<file path="src/rtl/ysyx_22040386_wb_stage.sv">
// rtl/ysyx_22040386_wb_stage.sv - write-back stage: selects the result, waits for load data, commits to the register file
module ysyx_22040386_wb_stage #(
  parameter int XLEN    = 64,
  parameter int RADDR_W = 5
) (
  input  logic               clk,
  input  logic               rst,
  input  logic               in_valid,
  output logic               in_ready,
  input  logic [2:0]         in_sel,
  input  logic [XLEN-1:0]    in_result,
  input  logic [XLEN-1:0]    in_snpc,
  input  logic [XLEN-1:0]    in_pc_imm,
  input  logic [XLEN-1:0]    in_imm,
  input  logic [XLEN-1:0]    in_pc,
  input  logic [2:0]         in_addr_lo,
  input  logic [1:0]         in_ld_size,
  input  logic               in_ld_uns,
  input  logic [RADDR_W-1:0] in_rd,
  input  logic               in_rd_we,
  input  logic               mem_rvalid,
  input  logic [XLEN-1:0]    mem_rdata,
  output logic               rf_wen,
  output logic [RADDR_W-1:0] rf_waddr,
  output logic [XLEN-1:0]    rf_wdata,
  output logic               commit_valid,
  output logic [XLEN-1:0]    commit_pc,
  output logic               fwd_valid,
  output logic [RADDR_W-1:0] fwd_rd,
  output logic [XLEN-1:0]    fwd_data
);

  typedef enum logic [1:0] {IDLE, WAIT_MEM, COMMIT} state_t;

  state_t               state, state_next;
  logic [XLEN-1:0]      pc_q, data_q;
  logic [RADDR_W-1:0]   rd_q;
  logic                 rd_we_q, uns_q;
  logic [2:0]           sel_q, off_q;
  logic [1:0]           size_q;

  logic                 xfer;
  logic [XLEN-1:0]      sel_val;
  logic [2:0]           off_eff;
  logic [XLEN-1:0]      shifted, mask, ld_val;
  logic                 sbit;

  assign in_ready = (state != WAIT_MEM);
  assign xfer     = in_valid && in_ready;

  always_comb begin
    sel_val = in_result;
    case (in_sel)
      3'd1:    sel_val = in_snpc;
      3'd2:    sel_val = in_pc_imm;
      3'd3:    sel_val = in_imm;
      default: sel_val = in_result;
    endcase
  end

  // Offset is aligned down to the access size; a 32-bit datapath has no upper word.
  always_comb begin
    off_eff = off_q;
    if (XLEN == 32) off_eff[2] = 1'b0;
    case (size_q)
      2'd1:    off_eff[0] = 1'b0;
      2'd2:    off_eff[1:0] = 2'b00;
      default: if (size_q == 2'd3) off_eff = 3'b000;
    endcase
    shifted = mem_rdata >> {off_eff, 3'b000};
    case (size_q)
      2'd0:    begin mask = XLEN'(8'hFF);          sbit = shifted[7];  end
      2'd1:    begin mask = XLEN'(16'hFFFF);       sbit = shifted[15]; end
      2'd2:    begin mask = XLEN'(32'hFFFF_FFFF);  sbit = shifted[31]; end
      default: begin mask = '1;                    sbit = shifted[31]; end
    endcase
    ld_val = (shifted & mask) | ((uns_q || !sbit) ? '0 : ~mask);
  end

  always_comb begin
    state_next = state;
    case (state)
      IDLE, COMMIT: begin
        if (xfer) state_next = (in_sel == 3'd4) ? WAIT_MEM : COMMIT;
        else      state_next = IDLE;
      end
      WAIT_MEM: if (mem_rvalid) state_next = COMMIT;
      default:  state_next = IDLE;
    endcase
  end

  always_ff @(posedge clk) begin
    if (rst) begin
      state   <= IDLE;
      pc_q    <= '0;
      data_q  <= '0;
      rd_q    <= '0;
      rd_we_q <= 1'b0;
      uns_q   <= 1'b0;
      sel_q   <= '0;
      off_q   <= '0;
      size_q  <= '0;
    end else begin
      state <= state_next;
      if (xfer) begin
        pc_q    <= in_pc;
        data_q  <= sel_val;
        rd_q    <= in_rd;
        rd_we_q <= in_rd_we;
        uns_q   <= in_ld_uns;
        sel_q   <= in_sel;
        off_q   <= in_addr_lo;
        size_q  <= in_ld_size;
      end else if (state == WAIT_MEM && mem_rvalid && sel_q == 3'd4) begin
        data_q <= ld_val;
      end
    end
  end

  assign commit_valid = (state == COMMIT);
  assign commit_pc    = pc_q;
  assign rf_wen       = commit_valid && rd_we_q && (rd_q != '0);
  assign rf_waddr     = rd_q;
  assign rf_wdata     = data_q;
  assign fwd_valid    = rf_wen;
  assign fwd_rd       = rd_q;
  assign fwd_data     = data_q;

endmodule

</file>
<file path="config.mk">
export PLATFORM = sky130hd
export DESIGN_NAME = ysyx_22040386_wb_stage
export DESIGN_NICKNAME = d
export VERILOG_FILES = /design/src/rtl/ysyx_22040386_wb_stage.sv
export SDC_FILE = /design/constraint.sdc
export NUM_CORES = 1
export LEC_CHECK = 0
export ABC_AREA = 1
export BUFFER_PORTS_ARGS = -buffer_cell sky130_fd_sc_hd__buf_2
export CAP_MARGIN = 25
export CORE_AREA = 10 10 230 232
export CTS_CLUSTER_DIAMETER = 40
export DETAILED_ROUTE_END_ITERATION = 10
export DIE_AREA = 0 0 240 242
export HOLD_SLACK_MARGIN = 0.08
export MAX_ROUTING_LAYER = met4
export PLACE_DENSITY = 0.44
export SETUP_SLACK_MARGIN = 0.15
export SLEW_MARGIN = 10
export SYNTH_ARGS = -nofsm -noshare
export SYNTH_HDL_FRONTEND = slang
export SYNTH_SLANG_ARGS = --single-unit
export TNS_END_PERCENT = 100
</file>
<file path="constraint.sdc">
create_clock -name clk -period 2.6 [get_ports clk]
set_input_delay 0.52 -clock clk [delete_from_list [all_inputs] [get_ports clk]]
set_output_delay 0.52 -clock clk [all_outputs]
set_load 0.005 [all_outputs]
</file>
* Word-level counts from Yosys, hierarchy flattened
Index checks and enable logic that the tools add are counted.
** Word-level totals
- Bits in registers :: 145
- Memories kept :: 0
- Bits in read-only memories :: 0
- Bits in writable memories :: 0
- Bits of input ports :: 403
- Bits in latches :: 0
- Output and inout bits :: 206
** Cells by class
- Bitwise gates (word level) :: 3
- Shifts and indexed selects :: 1
- Multiplexer cells :: 14
- Divide/modulo/power cells :: 0
- Reduce and logical (&&, ||, !) cells :: 13
- $mul :: 0
- Eq/ne operators :: 12
- $add $sub $neg :: 0
- $lt $le $gt $ge :: 0
** Operators with widths (number)
- $pmux W64 S3 :: 2
- $mux W64 :: 3
- $and A64 B64 Y64 :: 1
- $not A64 Y64 :: 1
- $or A64 B64 Y64 :: 1
- $shr A64 B6 Y64 :: 1
- $eq A2 B2 Y1 const B :: 3
- $eq A3 B2 Y1 const B :: 2
- $eq A3 B3 Y1 const B :: 2
- $mux W2 :: 3
- $logic_and A1 B1 Y1 :: 5
- $reduce_bool A5 Y1 :: 1
- $eq A2 B1 Y1 const B :: 2
- $logic_not A2 Y1 :: 2
- $pmux W1 S2 :: 2
- $pmux W2 S2 :: 1
- $reduce_or A2 Y1 :: 2
- $eq A3 B1 Y1 const B :: 1
- $mux W3 :: 1
- $mux W1 :: 2
- $ne A2 B1 Y1 const B :: 1
- $ne A2 B2 Y1 const B :: 1
- $reduce_bool A2 Y1 :: 1
- $logic_not A1 Y1 :: 1
- $logic_or A1 B1 Y1 :: 1

* Logic depth before layout (Yosys ltp)
- Word-level depth :: 11
- Mapped depth :: 15

* Worst setup path before layout
OpenSTA, ideal clock, no wires.
- Kind :: flip-flop to flip-flop
- From :: reg size_q[0]
- To :: reg data_q[12], in the netlist fwd_data[12]
- Arrival time :: 1.987 ns
- Path slack :: 0.494 ns
- Stages on the path, launching flop included :: 14
- Data required time :: 2.481 ns
- Path buffers :: 2
- Clock period less this slack :: 2.106 ns
- Path through :: dfxtp_1 > inv_1 > ha_1 > inv_1 > nand3_4 > buf_6 > buf_6 > or2_2 > o21ai_0 > o21ai_0 > o211ai_1 > nand2_1 > nand2_1 > a21oi_1
** On the way
- Cells in the longest elaborated chain, start to end :: 11
- Elaborated cells between the ends (all ways) :: 20
- Those cells by class :: 3 x eq/ne; 1 x shift; 9 x mux; 3 x bitwise; 4 x reduce/logical
** Ends and longest elaborated chain
- start: declaration :: line 40 : logic [1:0] size_q;
- start signal: assignment :: line 113 : size_q <= in_ld_size;
- $eq A2 B2 Y1, or another cell as far along :: line 68 : default: if (size_q == 2'd3) off_eff = 3'b000;
- $mux W3 or $reduce_or A2 Y1 (tied branches)
- $pmux W1 S2 or $mux W1 (tied branches) :: line 65 : case (size_q)
- $shr A64 B6 Y64 :: line 70 : shifted = mem_rdata >> {off_eff, 3'b000};
- $pmux W1 S2 :: line 71 : case (size_q)
- $logic_not A1 Y1 :: line 77 : ld_val = (shifted & mask) | ((uns_q || !sbit) ? '0 : ~mask);
- $logic_or A1 B1 Y1 :: line 77
- $mux W64 :: line 77
- $or A64 B64 Y64 (*) :: line 77
- $mux W64 (*) :: line 114 : end else if (state == WAIT_MEM && mem_rvalid && sel_q == 3'd4) begin
- $mux W64 (*) :: line 105 : if (xfer) begin
- end signal: assignment :: line 107 : data_q <= sel_val;
- end signal: assignment :: line 115 : data_q <= ld_val;
- end: declaration :: line 36 : logic [XLEN-1:0] pc_q, data_q;
Mark *: on every way between the ends. The rest lies on a longest branch, timed or not. The select of a mux whose other input is x is not followed.
A chain may end at the register's enable or synchronous reset.

* Worst setup path after layout
- From :: reg size_q[0]
- To :: reg data_q[47], in the netlist fwd_data[47]
Same word-level chain as after synthesis.

==> flow_summary.toml <==
[place]
gp_congestion = 0.965
dpl.cell_count = 2697
port_buffers = 608
place_hpwl_um = 49700
place_area_um2 = 13300

[outcome]
status = "completed"

[global_routing]
first_global_vias = 13200
antenna_found_initial = 15
grt_max_degree = 147
track_usage_pct = 20.9
grt_remaining_overflow = 0
grt_pass1_wl_um = 87400

[layout]
fin_area_um2 = 14300
final_common_cell = "buf_2"
final_cell_mix = "608 x buf_2, 436 x nand2_1, 184 x o21ai_0, 179 x nor2_1, 143 x dfxtp_1"
final_cells = 2754
area_growth_syn_to_layout_pct = 46.1
layout-drive-gt1-share_pct = 37.6
layout.nets = 2514

[sta]
finalCriticalPeriod_ps = 2330
setup_viol = 0
relSlewSlack_pct = 27.1
rsz0062_at_grt = "yes"
clock.fmax_mhz = 430
worst_slew_pin_slew_ps = 1090
post-route-period-util_pct = 89.5
final-hold-violation-count = 0
clock_skew_ps = 10.7
report.final.slew_viol_count = 0

[synthesis]
ys_ff_latch = 145
synth_nets = 1989
syn_area_per_cell_um2 = 6.17
ys_seq_area_share_pct = 29.8
synth.cell_area_um2 = 9750
synth_warnings = 0
synth_edf_count = 0
synth_cell_types = 33
synthArstFlopShare_pct = 0
synth_flop_cell = "dfxtp_1"
synthCells = 1582

[clocking]
cts_max_path_buffers = 2
clk_pin_slew_worst_paths_ps = 70
cts_tree = "built"
cts_root_buffer = "clkbuf_16"
cts_buffers = 17
htreeDepth = 4
cts.sinks = 145
clk_latency_ps = 480

[pwr]
seq_power_share_pct = 33.3
pwr-share-comb_pct = 33.2
power_switching_mw = 2.86
p_leak_nw = 7.25
power_frac_clock_pct = 33.5
p_int_mw = 4.83
ir_drop_uv = 513
power_density_nw_per_um2 = 540
switching_share_pct = 37.2

[hold_path]
hold_class = "input port to flip-flop"

[floorplan]
start_util_pct = 20.1
num_io_pins = 609
die-area_um2 = 58100
die-width_um = 240
die_h_um = 242
rows = 81
core_area_um2 = 48400

[setup_path]
cp_top_family = "simple AND/OR/NAND/NOR gates"
crit_top_cell = "nand3_4"
cp-end-kind = "flip-flop"
path_depth = 15
arrival_ps = 2740
cp-startpoint = "size_q[0]$_SDFFE_PP0P_"
cp.required_ps = 3010
rrSetupSlack_ps = 270
path_class = "flip-flop to flip-flop"
path_buf_inv = 4
path_max_fanout = 8
worstSetupStartpointType = "flip-flop"
crit_slowest_cell = "dfxtp_2"
worstSetupEndpoint = "fwd_data[47]$_SDFFE_PP0P_"
reg2regPathDepth = 15
r2r_end = "fwd_data[47]$_SDFFE_PP0P_"
crit_chain = "inv_2, ha_4, inv_4, nand3_4, buf_6, nand2_2, nand3_1, nand3_1, nand3_2, nand3_4, nand3_4, clkbuf_16, nand2_1, nand2_1, a21oi_2"
max_stage_delay_ps = 350
rr_startpoint = "size_q[0]$_SDFFE_PP0P_"

[flow_run]
maxCapViolations = 0

[drt]
wl_per_cell_um = 22.7
drc = 0
drtIter0Drc = 813
via_count = 12800
drt_pass1_iterations = 5
ant_nets = 0
totalWireLength_um = 62500
vias_per_cell = 4.65
-- tightest hold or removal path, stage by stage --
cell	delay [ps]
buf_2	70
o21ai_0	70
nor2_1	70
-- per-stage QoR --
stage	setup WS, ps	total power, mW	setup TNS (ps)	util [%]	hold WS (ps)
floorplan	494	3.83	0	-	449
global placement	-137	5.03	-137	27.4	456
detailed placement	-207	5.04	-259	27.4	466
CTS	134	7.71	0	28.8	251
global route	124	8.14	0	29.4	274
finish	273	7.69	0	29.4	288
-- cells in the mapped netlist (14+ instances only) --
cell type  count  area share, %
nand2_1      440             17
a21oi_2       14            1.3
dfxtp_1      145             30
nor2_1       182            7.0
a22oi_1       42            3.2
buf_4         70            5.4
buf_2         19           0.97
o21ai_0      196             10
clkbuf_1      83            3.2
o211ai_1      32            2.5
a21oi_1      124            6.4
inv_1         55            2.1
nand3_1       92            4.7
nand4_1       22            1.4
-- metal layers --
layer	vias up	track usage, %	routed length [µm]
li1	6275	-	-
met1	5896	21.7	24200
met2	549	37.0	32000
met3	83	5.80	4530
met4	0	7.46	1760
met5	-	-	0
-- how the worst min path moves through the flow --
stage                                          start                    endpoint  slack (ps)  cells past startpoint
after detailed placement  commit_pc[43]$_SDFFE_PP0P_  commit_pc[43]$_SDFFE_PP0P_         470                      2
after global placement    commit_pc[48]$_SDFFE_PP0P_  commit_pc[48]$_SDFFE_PP0P_         460                      2
after CTS                                  in_pc[35]  commit_pc[35]$_SDFFE_PP0P_         250                      3
after floorplan                 rd_we_q$_SDFFE_PP0P_        rd_we_q$_SDFFE_PP0P_         450                      2
final                                      in_pc[28]  commit_pc[28]$_SDFFE_PP0P_         290                      3
after global routing                       in_pc[30]  commit_pc[30]$_SDFFE_PP0P_         270                      3
-- kinds of logic (layout without fill, tap and decap cells) --
logic type	count (synthesis)	in the layout	share of synthesized area (%)
flip-flops	145	145	29.8
adder cells (fa/ha/maj)	4	4	0.513
AO/OA/AOI/OAI	421	421	24.2
other	0	12	0
multiplexers	4	4	0.411
buffers and inverters	252	787	13.3
AND/OR/NAND/NOR	756	759	31.9
-- flip-flops by register name, indices dropped and copies added, names as in the netlist --
name and count:
commit_pc 64, fwd_data 64, fwd_rd 5, off_q 3, sel_q 3, size_q 2
state 2, rd_we_q 1, uns_q 1
-- power groups by stage --
| stage | Clock [mW] | Sequential [mW] | Combinational (mW) |
|---|---|---|---|
| 6_report | 2.57 | 2.56 | 2.55 |
| 2_1_floorplan | 0 | 2.58 | 1.26 |
| 4_1_cts | 2.66 | 2.57 | 2.48 |
| 3_3_place_gp | 0 | 2.61 | 2.43 |
| 5_1_grt | 2.73 | 2.59 | 2.82 |
| 3_5_place_dp | 0 | 2.62 | 2.42 |
-- area by class of cell --
type	count	area, µm²
fillers	5569	34200
clock inverters	13	139
diodes	12	30.0
multi-input cells	1188	5770
repair buffers	691	3920
inverters	64	260
well taps	622	778
clock buffers	19	443
flip-flops and latches	145	2910
-- what timing repair did --
item,in CTS,in global routing
buffers inserted,0,6
setup endpoints to repair,48,64
hold buffers,0,0
resized for setup,28,38
gates cloned,2,5
pin swaps,1,8
(Power assumes the default switching activity.)
